--- src/rtl/trap_controller.sv ---
// Machine-mode trap sequencer: selects exceptions/interrupts/mret at execute,
// drains the pipe, then updates the M-mode trap CSRs and redirects fetch.
module trap_controller #(
  parameter int unsigned FLUSH_CYCLES = 2,
  parameter logic [31:0] RESET_MTVEC  = 32'h0000_0000
) (
  input  logic        clk,
  input  logic        rst_n,
  input  logic        ex_valid,
  input  logic [31:0] ex_pc,
  input  logic [31:0] ex_inst,
  input  logic        ecall,
  input  logic        ebreak,
  input  logic        mret,
  input  logic        illegal_instr,
  input  logic        irq_ext,
  input  logic        irq_timer,
  input  logic        csr_we,
  input  logic [11:0] csr_addr,
  input  logic [31:0] csr_wdata,
  output logic [31:0] csr_rdata,
  output logic        stall,
  output logic        flush,
  output logic        redirect_valid,
  output logic [31:0] redirect_pc,
  output logic        trap_active
);

  localparam logic [11:0] A_MSTATUS = 12'h300;
  localparam logic [11:0] A_MIE     = 12'h304;
  localparam logic [11:0] A_MTVEC   = 12'h305;
  localparam logic [11:0] A_MEPC    = 12'h341;
  localparam logic [11:0] A_MCAUSE  = 12'h342;
  localparam logic [11:0] A_MTVAL   = 12'h343;
  localparam logic [11:0] A_MIP     = 12'h344;

  typedef enum logic [1:0] {IDLE, DRAIN, ENTER, RETURN} state_e;

  state_e      state_q;
  logic [2:0]  cnt_q;
  logic        ret_q;
  logic [31:0] cause_q, pc_q, tval_q;
  logic        mie_q, mpie_q, meie_q, mtie_q;
  logic [31:0] mtvec_q, mepc_q, mcause_q, mtval_q;

  logic        evt_hit, evt_ret;
  logic [31:0] evt_cause, evt_tval;
  logic        irq_e, irq_t;

  assign irq_e = mie_q & meie_q & irq_ext;
  assign irq_t = mie_q & mtie_q & irq_timer;

  // Decoder flags outrank interrupts, so an interrupt only fires on a clean instruction.
  always_comb begin
    evt_hit   = 1'b0;
    evt_ret   = 1'b0;
    evt_cause = 32'h0;
    evt_tval  = 32'h0;
    if (state_q == IDLE && ex_valid) begin
      if (illegal_instr) begin
        evt_hit = 1'b1; evt_cause = 32'd2; evt_tval = ex_inst;
      end else if (ebreak) begin
        evt_hit = 1'b1; evt_cause = 32'd3; evt_tval = ex_pc;
      end else if (ecall) begin
        evt_hit = 1'b1; evt_cause = 32'd11;
      end else if (mret) begin
        evt_hit = 1'b1; evt_ret = 1'b1;
      end else if (irq_e) begin
        evt_hit = 1'b1; evt_cause = 32'h8000_000B;
      end else if (irq_t) begin
        evt_hit = 1'b1; evt_cause = 32'h8000_0007;
      end
    end
  end

  assign flush          = evt_hit;
  assign stall          = evt_hit | (state_q != IDLE);
  assign trap_active    = (state_q != IDLE);
  assign redirect_valid = (state_q == ENTER) || (state_q == RETURN);

  always_comb begin
    redirect_pc = 32'h0;
    if (state_q == ENTER) begin
      redirect_pc = {mtvec_q[31:2], 2'b00};
      if (mtvec_q[1:0] == 2'b01 && cause_q[31])
        redirect_pc = redirect_pc + {26'h0, cause_q[3:0], 2'b00};
    end else if (state_q == RETURN) begin
      redirect_pc = mepc_q;
    end
  end

  always_comb begin
    csr_rdata = 32'h0;
    case (csr_addr)
      A_MSTATUS: csr_rdata = {24'h0, mpie_q, 3'b000, mie_q, 3'b000};
      A_MIE:     csr_rdata = {20'h0, meie_q, 3'b000, mtie_q, 7'h0};
      A_MTVEC:   csr_rdata = mtvec_q;
      A_MEPC:    csr_rdata = mepc_q;
      A_MCAUSE:  csr_rdata = mcause_q;
      A_MTVAL:   csr_rdata = mtval_q;
      A_MIP:     csr_rdata = {20'h0, irq_ext, 3'b000, irq_timer, 7'h0};
      default:   csr_rdata = 32'h0;
    endcase
  end

  // Pipeline CSR writes land first; trap entry/return updates below override them.
  always_ff @(posedge clk) begin
    if (!rst_n) begin
      state_q  <= IDLE;
      cnt_q    <= 3'd0;
      ret_q    <= 1'b0;
      cause_q  <= 32'h0;
      pc_q     <= 32'h0;
      tval_q   <= 32'h0;
      mie_q    <= 1'b0;
      mpie_q   <= 1'b0;
      meie_q   <= 1'b0;
      mtie_q   <= 1'b0;
      mtvec_q  <= RESET_MTVEC;
      mepc_q   <= 32'h0;
      mcause_q <= 32'h0;
      mtval_q  <= 32'h0;
    end else begin
      if (csr_we) begin
        case (csr_addr)
          A_MSTATUS: begin mie_q <= csr_wdata[3]; mpie_q <= csr_wdata[7]; end
          A_MIE:     begin meie_q <= csr_wdata[11]; mtie_q <= csr_wdata[7]; end
          A_MTVEC:   mtvec_q  <= csr_wdata;
          A_MEPC:    mepc_q   <= {csr_wdata[31:2], 2'b00};
          A_MCAUSE:  mcause_q <= csr_wdata;
          A_MTVAL:   mtval_q  <= csr_wdata;
          default:   ;
        endcase
      end
      case (state_q)
        IDLE: if (evt_hit) begin
          state_q <= DRAIN;
          cnt_q   <= 3'(FLUSH_CYCLES - 1);
          ret_q   <= evt_ret;
          cause_q <= evt_cause;
          pc_q    <= ex_pc;
          tval_q  <= evt_tval;
        end
        DRAIN: begin
          if (cnt_q == 3'd0) state_q <= ret_q ? RETURN : ENTER;
          else               cnt_q   <= cnt_q - 3'd1;
        end
        ENTER: begin
          state_q  <= IDLE;
          mepc_q   <= {pc_q[31:2], 2'b00};
          mcause_q <= cause_q;
          mtval_q  <= tval_q;
          mpie_q   <= mie_q;
          mie_q    <= 1'b0;
        end
        RETURN: begin
          state_q <= IDLE;
          mie_q   <= mpie_q;
          mpie_q  <= 1'b1;
        end
        default: state_q <= IDLE;
      endcase
    end
  end

endmodule

--- config.mk ---
export PLATFORM = sky130hd
export DESIGN_NAME = trap_controller
export DESIGN_NICKNAME = d
export VERILOG_FILES = /design/src/rtl/trap_controller.sv
export SDC_FILE = /design/constraint.sdc
export NUM_CORES = 1
export LEC_CHECK = 0
export BUFFER_PORTS_ARGS = -buffer_cell sky130_fd_sc_hd__buf_2
export CORE_ASPECT_RATIO = 0.5
export CORE_MARGIN = 1
export CORE_UTILIZATION = 44
export CTS_BUF_LIST = sky130_fd_sc_hd__clkbuf_8
export DETAILED_ROUTE_END_ITERATION = 6
export PLACE_DENSITY_LB_ADDON = 0.1
export RECOVER_POWER = 50
export SETUP_SLACK_MARGIN = 0.5
export SYNTH_ARGS = -nofsm -noshare
export SYNTH_HDL_FRONTEND = slang
export SYNTH_SLANG_ARGS = --single-unit
export TNS_END_PERCENT = 30
--- constraint.sdc ---
create_clock -name clk -period 2.72 [get_ports clk]
set_input_delay 0.272 -clock clk [delete_from_list [all_inputs] [get_ports clk]]
set_output_delay 0.272 -clock clk [all_outputs]
set_load 0.01 [all_outputs]
==> Word-level counts from Yosys, hierarchy flattened <==
Cells that the tools add are included.
{ "word_totals": {"elab_cells": 106, "register_bits": 232, "output_inout_bits": 68} }
{ "op_classes": {"muxes": 48, "reduce_logical": 23, "bitwise_logic": 5, "n_addsub": 2, "eq_ne": 14} }
{ "ops": {"columns": ["cell", "n"], "rows": [
  ["two-way mux 32 bit", 22],
  ["one-hot mux 32 bit (7 select lines)", 1],
  ["== test 12 x 10 -> 1 bit, second input constant", 7],
  ["adder 32 x 6 -> 32 bit", 1],
  ["two-way mux 1 bit", 17],
  ["AND reduction 2 bit", 8],
  ["nonzero test 2 bit", 6],
  ["two-way mux 3 bit", 2],
  ["inequality test 2 bit, second input constant", 3],
  ["one-hot mux 2 bit (3 select lines)", 1],
  ["one-hot mux 3 bit (2 select lines)", 1],
  ["nonzero test 3 bit", 2],
  ["bitwise AND 1 bit", 4],
  ["== test 2 x 1 -> 1 bit, second input constant", 2],
  ["== test 2 bit, second input constant", 2],
  ["two-way mux 2 bit", 2],
  ["one-hot mux 1 bit (2 select lines)", 2],
  ["logical NOT 3 bit", 1],
  ["AND reduction 3 bit", 1],
  ["subtractor 3 x 1 -> 3 bit, second input constant", 1],
  ["logical AND 1 bit", 2],
  ["logical NOT 2 bit", 1],
  ["OR reduction 2 bit", 1],
  ["logical OR 1 bit", 1],
  ["OR 1 bit", 1]
]} }

==> Logic depth before layout (Yosys ltp) <==
{ "depth": {"depth_word": 11, "depth_mapped": 8} }

==> Worst setup path after synthesis <==
OpenSTA, ideal clock, no wires.
{ "synth_timing": {"kind": "register to output", "startpoint": "reg cause_q[0]", "endpoint": "out redirect_pc[24]", "setup_slack_ns": 0.249, "required_ns": 2.448, "stages_incl_launch_ff": 8, "arrival_time_ns": 2.199, "path_buffers": 1, "path_cell_list": "dfxtp_1 > ha_1 > fa_1 > a211oi_1 > or2_2 > clkbuf_1 > nor4_1 > a211oi_1"} }
{ "synth_between": {"elab_chain_cells": 3} }
{ "synth_rtl": {"columns": ["element", "line", "text"], "rows": [
  ["start, declared", "42", "logic [31:0] cause_q, pc_q, tval_q;"],
  ["start signal, assigned", "140", "cause_q <= evt_cause;"],
  ["adder 32 x 6 -> 32 bit", "86", "redirect_pc = redirect_pc + {26'h0, cause_q[3:0], 2'b00};"],
  ["two-way mux 32 bit", "85", "if (mtvec_q[1:0] == 2'b01 && cause_q[31])"],
  ["two-way mux 32 bit", "83", "if (state_q == ENTER) begin"],
  ["end, declared", "25", "output logic [31:0] redirect_pc,"]
]} }
Every way passes these cells.

==> Worst setup path in the final report <==
{ "layout_timing": {"startpoint": "reg cause_q[0]", "endpoint": "out redirect_pc[14]"} }
Same word-level chain as after synthesis.

==> flow_results.org <==
** Die
- I/O pin count :: 186
- DIE AREA :: 24,400 um2
- In this run the vertical extent of the chip is 111 um.
- In this run the horizontal extent of the chip is 220 um.
- For this configuration, the core starts out at a cell density of 45.4%.
- Row generation in the floorplan step produced 39 rows.
- Placeable core region :: 23,000 um2

** Global routing
- Pin count of the biggest net entering global routing :: 70
- The via count of the first global-routing pass is 11,800.
- For this run the aggregate overflow at the end of global routing stands at 0.
- The first global-routing pass estimated 70,900 um of wire.
- The number of antenna violations at the first check in global routing was 0.
- For this run, the total global-route usage over all layers was measured as 38.3%.

** Route
- ANT nets after route :: 0
- Wire segments on met3 add up to 6770 um in the final route.
- In the routed design, unresolved DRC markers number 12.
- First drt pass iteration count :: 7
- The detailed router finished its first iteration with 2,188 violations.
- In the routed layout, each cell is associated on average with a via count of 6.35.
- Total number of vias :: 12,800
- Top metal layer carrying routed signals :: met4
- The routed design uses 19,000 um of met2 wire.
- Final wirelength :: 47,700 um
- Routed len/inst :: 23.6 um
- Wire length on met1 :: 21,200 um

** Clock network
- TritonCTS built the clock tree.
- The clock net in this run drives a total of 203 sinks.
- Clock-pin slew of the registers on the worst-case setup and hold paths :: 0.07 ns
- Counting along the longest clock path gives a buffer depth of 3.
- Insertion delay to the later sink of the worst-skew pair :: 0.62 ns
- TritonCTS Buffers :: 30
- Maximum level of the CTS H-tree :: 1
- In this run the clock root is driven by a sky130_fd_sc_hd__clkbuf_8.

** Setup path
- The worst register-to-register path has a depth of 6.
- CP startpoint kind :: flip-flop
- Crit-path max FO :: 6
- STA classifies the critical path endpoint as an output port.
- RR Startpoint :: state_q[0]
- STA puts the critical path data required time at 2.45 ns.
- Tracing the worst setup path back leads to its startpoint at cause_q[0].
- Data arrives at the worst endpoint at 2.67 ns.
- Critical path type :: reg2out
- Critical register-to-register path endpoint :: mcause_q[25]
- For flop-to-flop paths, the worst setup slack is 0 ns.

** Placed design
- Worst setup slack before clock tree synthesis :: 0.181 ns
- Input and output buffers added on the ports amount to 183.
- After detailed placement, the design holds a cell count of 1,837.
- The congestion estimate from routability-driven global placement came to 0.996.
- Half-perimeter wire length of the detailed placement result :: 32,000 um

** STA
- Setup violations remaining at the end of the flow were counted as 27.
- Setup repair after global routing could not meet its margin everywhere.
- Once routing completed, OpenROAD measured the worst setup slack at -0.226 ns.
- The final count of pins violating max slew came to 0.
- The clock arrives with 0.0456 ns of skew.
- Slew Limit Headroom :: 24.1%
- Worst Hold Slack :: 0.0347 ns
- The final critical path takes up 108% of the cycle.
- At the pin with the least slew margin, the transition time is 1.14 ns.
- For the finished layout, the period the worst path requires is 2.95 ns.
- Fmax :: 0.339 GHz
- The final-report hold violation count came to 0.

** Layout
- After the flow finishes, the layout carries non-filler instances totaling 2,021.
- P&R area growth vs syn :: 36.6%
- 0 antenna diodes ended up in the layout.
- Once layout is complete, the utilization of the core stands at 62.0%.
- Fraction of layout cells with a size suffix above 1 :: 25.4%
- The layout has 2,132 filler cells.
- The library cells used most frequently in the layout, excluding fill and tap cells, are sky130_fd_sc_hd__nand2_1, sky130_fd_sc_hd__dfxtp_1, sky130_fd_sc_hd__buf_2.
- For this run, the post-layout net count is 1,818.
- Most common library cell in the layout ignoring fill and taps :: sky130_fd_sc_hd__nand2_1

** Power
- IR analysis of the VDD net gives a maximum drop of 0.000345 V.
- Power consumption :: 6.84 mW
- The analysis attributes to cell leakage a power of 5.46 nW.
- For this design the ratio of total power to cell area is 479 nW/um2.

** Logic synthesis
- The cell area that synthesis handed to floorplanning was 10,500 um2.
- YS warnings :: 0
- Number of distinct standard cells referenced by the synthesized netlist :: 65
- Cells after Synth :: 1,411
- Share of flip-flops with an asynchronous set or reset after synthesis :: 0%
- The most used flip-flop cell after synthesis is sky130_fd_sc_hd__dfxtp_1.
- The synthesized design contains 203 register bits.
- Post-synthesis sequential area ratio :: 38.9%
- In this run, synthesis inferred 0 flip-flops with an integrated enable.
- Each instance of the synthesized netlist takes up on average 7.41 um2.

** Run status
- The run finished, with violations left.
- Failing checks :: DRC, setup timing

** Worst hold path
- Hold Path Sink :: tval_q[0]
- Hold Crit Depth :: 3
- The tightest min-delay check is of the in2reg type.
- Startpoint of the worst hold path :: ex_pc[0]

** Run
- The tool flagged a number of max-cap violations equal to 0.
-- registers in the layout (all words and copies together) (netlist names) --
register,cells
tval_q,32
mtvec_q,32
mie_q,1
meie_q,1
cnt_q,3
mpie_q,1
state_q,2
mtie_q,1
cause_q,5
mepc_q,30
pc_q,30
mtval_q,32
mcause_q,32
ret_q,1
-- cell usage after synthesis, types with 8 or more instances --
cell type / n / area (um2)
sky130_fd_sc_hd__a211oi_1: 10 / 75.1
sky130_fd_sc_hd__a21oi_1: 133 / 666
sky130_fd_sc_hd__a222oi_1: 30 / 300
sky130_fd_sc_hd__a22oi_1: 10 / 75.1
sky130_fd_sc_hd__a311oi_1: 36 / 315
sky130_fd_sc_hd__a31oi_1: 40 / 250
sky130_fd_sc_hd__and3_1: 8 / 50.1
sky130_fd_sc_hd__and4_1: 11 / 96.3
sky130_fd_sc_hd__buf_2: 8 / 40.0
sky130_fd_sc_hd__clkbuf_1: 130 / 488
sky130_fd_sc_hd__dfxtp_1: 203 / 4060
sky130_fd_sc_hd__inv_1: 13 / 48.8
sky130_fd_sc_hd__nand2_1: 285 / 1070
sky130_fd_sc_hd__nand3_1: 54 / 270
sky130_fd_sc_hd__nand3b_1: 32 / 240
sky130_fd_sc_hd__nand4_1: 15 / 93.8
sky130_fd_sc_hd__nor2_1: 18 / 67.6
sky130_fd_sc_hd__nor3_1: 124 / 621
sky130_fd_sc_hd__nor4_1: 14 / 87.6
sky130_fd_sc_hd__o21ai_0: 129 / 646
sky130_fd_sc_hd__or4_1: 14 / 105
-- logic make-up after synthesis --
logic type	Yosys count	synth area share (%)
AOI/OAI and AO/OA	421	24.8
xor gates and xnor gates	2	0.168
adders and majority gates	7	0.910
buffers and inverters	161	5.96
DFF	203	38.9
muxes	8	0.778
other	1	0.0359
and+or+nand+nor	608	28.4
-- per-layer routing --
metal / vias to the layer above / global-route usage [%]
met5: - / 0
met2: 886 / 52.2
li1: 5760 / -
met3: 78 / 10.8
met4: 0 / 7.45
met1: 6100 / 58.8
-- worst max-delay path: stages, from the launching register on --
cell and delay (ns):
sky130_fd_sc_hd__dfxtp_4 0.36, sky130_fd_sc_hd__ha_4 0.16, sky130_fd_sc_hd__fa_2 0.37, sky130_fd_sc_hd__a211oi_4 0.25, sky130_fd_sc_hd__buf_6 0.15, sky130_fd_sc_hd__buf_12 0.11
sky130_fd_sc_hd__or2_4 0.20, sky130_fd_sc_hd__o31ai_1 0.10, sky130_fd_sc_hd__a31oi_1 0.19, sky130_fd_sc_hd__buf_2 0.16
-- report_power, final --
part	total [mW]	internal (mW)	switching [mW]	leakage, nW
sequential	3.23	3.11	0.115	1.67
combinational	1.02	0.400	0.618	3.44
clock	2.60	1.31	1.28	0.353
-- layout make-up --
| cell class | instances | area, um2 | area share, % |
|---|---|---|---|
| repair buffers | 393 | 2890 | 20.2 |
| well taps | 307 | 384 | 2.69 |
| inverters | 15 | 56.3 | 0.394 |
| clock buffers | 40 | 551 | 3.86 |
| flip-flops and latches | 203 | 4110 | 28.8 |
| multi-input cells | 1050 | 6220 | 43.6 |
| clock inverters | 13 | 66.3 | 0.465 |
-- worst max path at each step --
stage	to	slack [ns]	depth (start not counted)
final	redirect_pc[14]	-0.23	9
after floorplan	redirect_pc[18]	0.49	7
after global routing	redirect_pc[18]	-0.29	7
after global placement	redirect_pc[17]	0.22	5
after CTS	redirect_pc[14]	-0.24	8
after detailed placement	redirect_pc[17]	0.18	5
-- repair_timing --
item,4_1_cts,5_1_grt
hold endpoints to repair,141,0
pin swaps,50,33
buffers inserted,27,10
cloned,3,0
gates resized for setup,91,44
endpoints found under the setup margin,63,65
hold buffers,91,0
-- through the flow --
step                      TNS [ns]  cell area, um2
after floorplan                  0           10500
after CTS                    -2.50           14100
final                        -3.24           14300
after global placement           0           12000
after detailed placement         0           12000
after global routing         -6.05           14300
(Power assumes the default switching activity.)
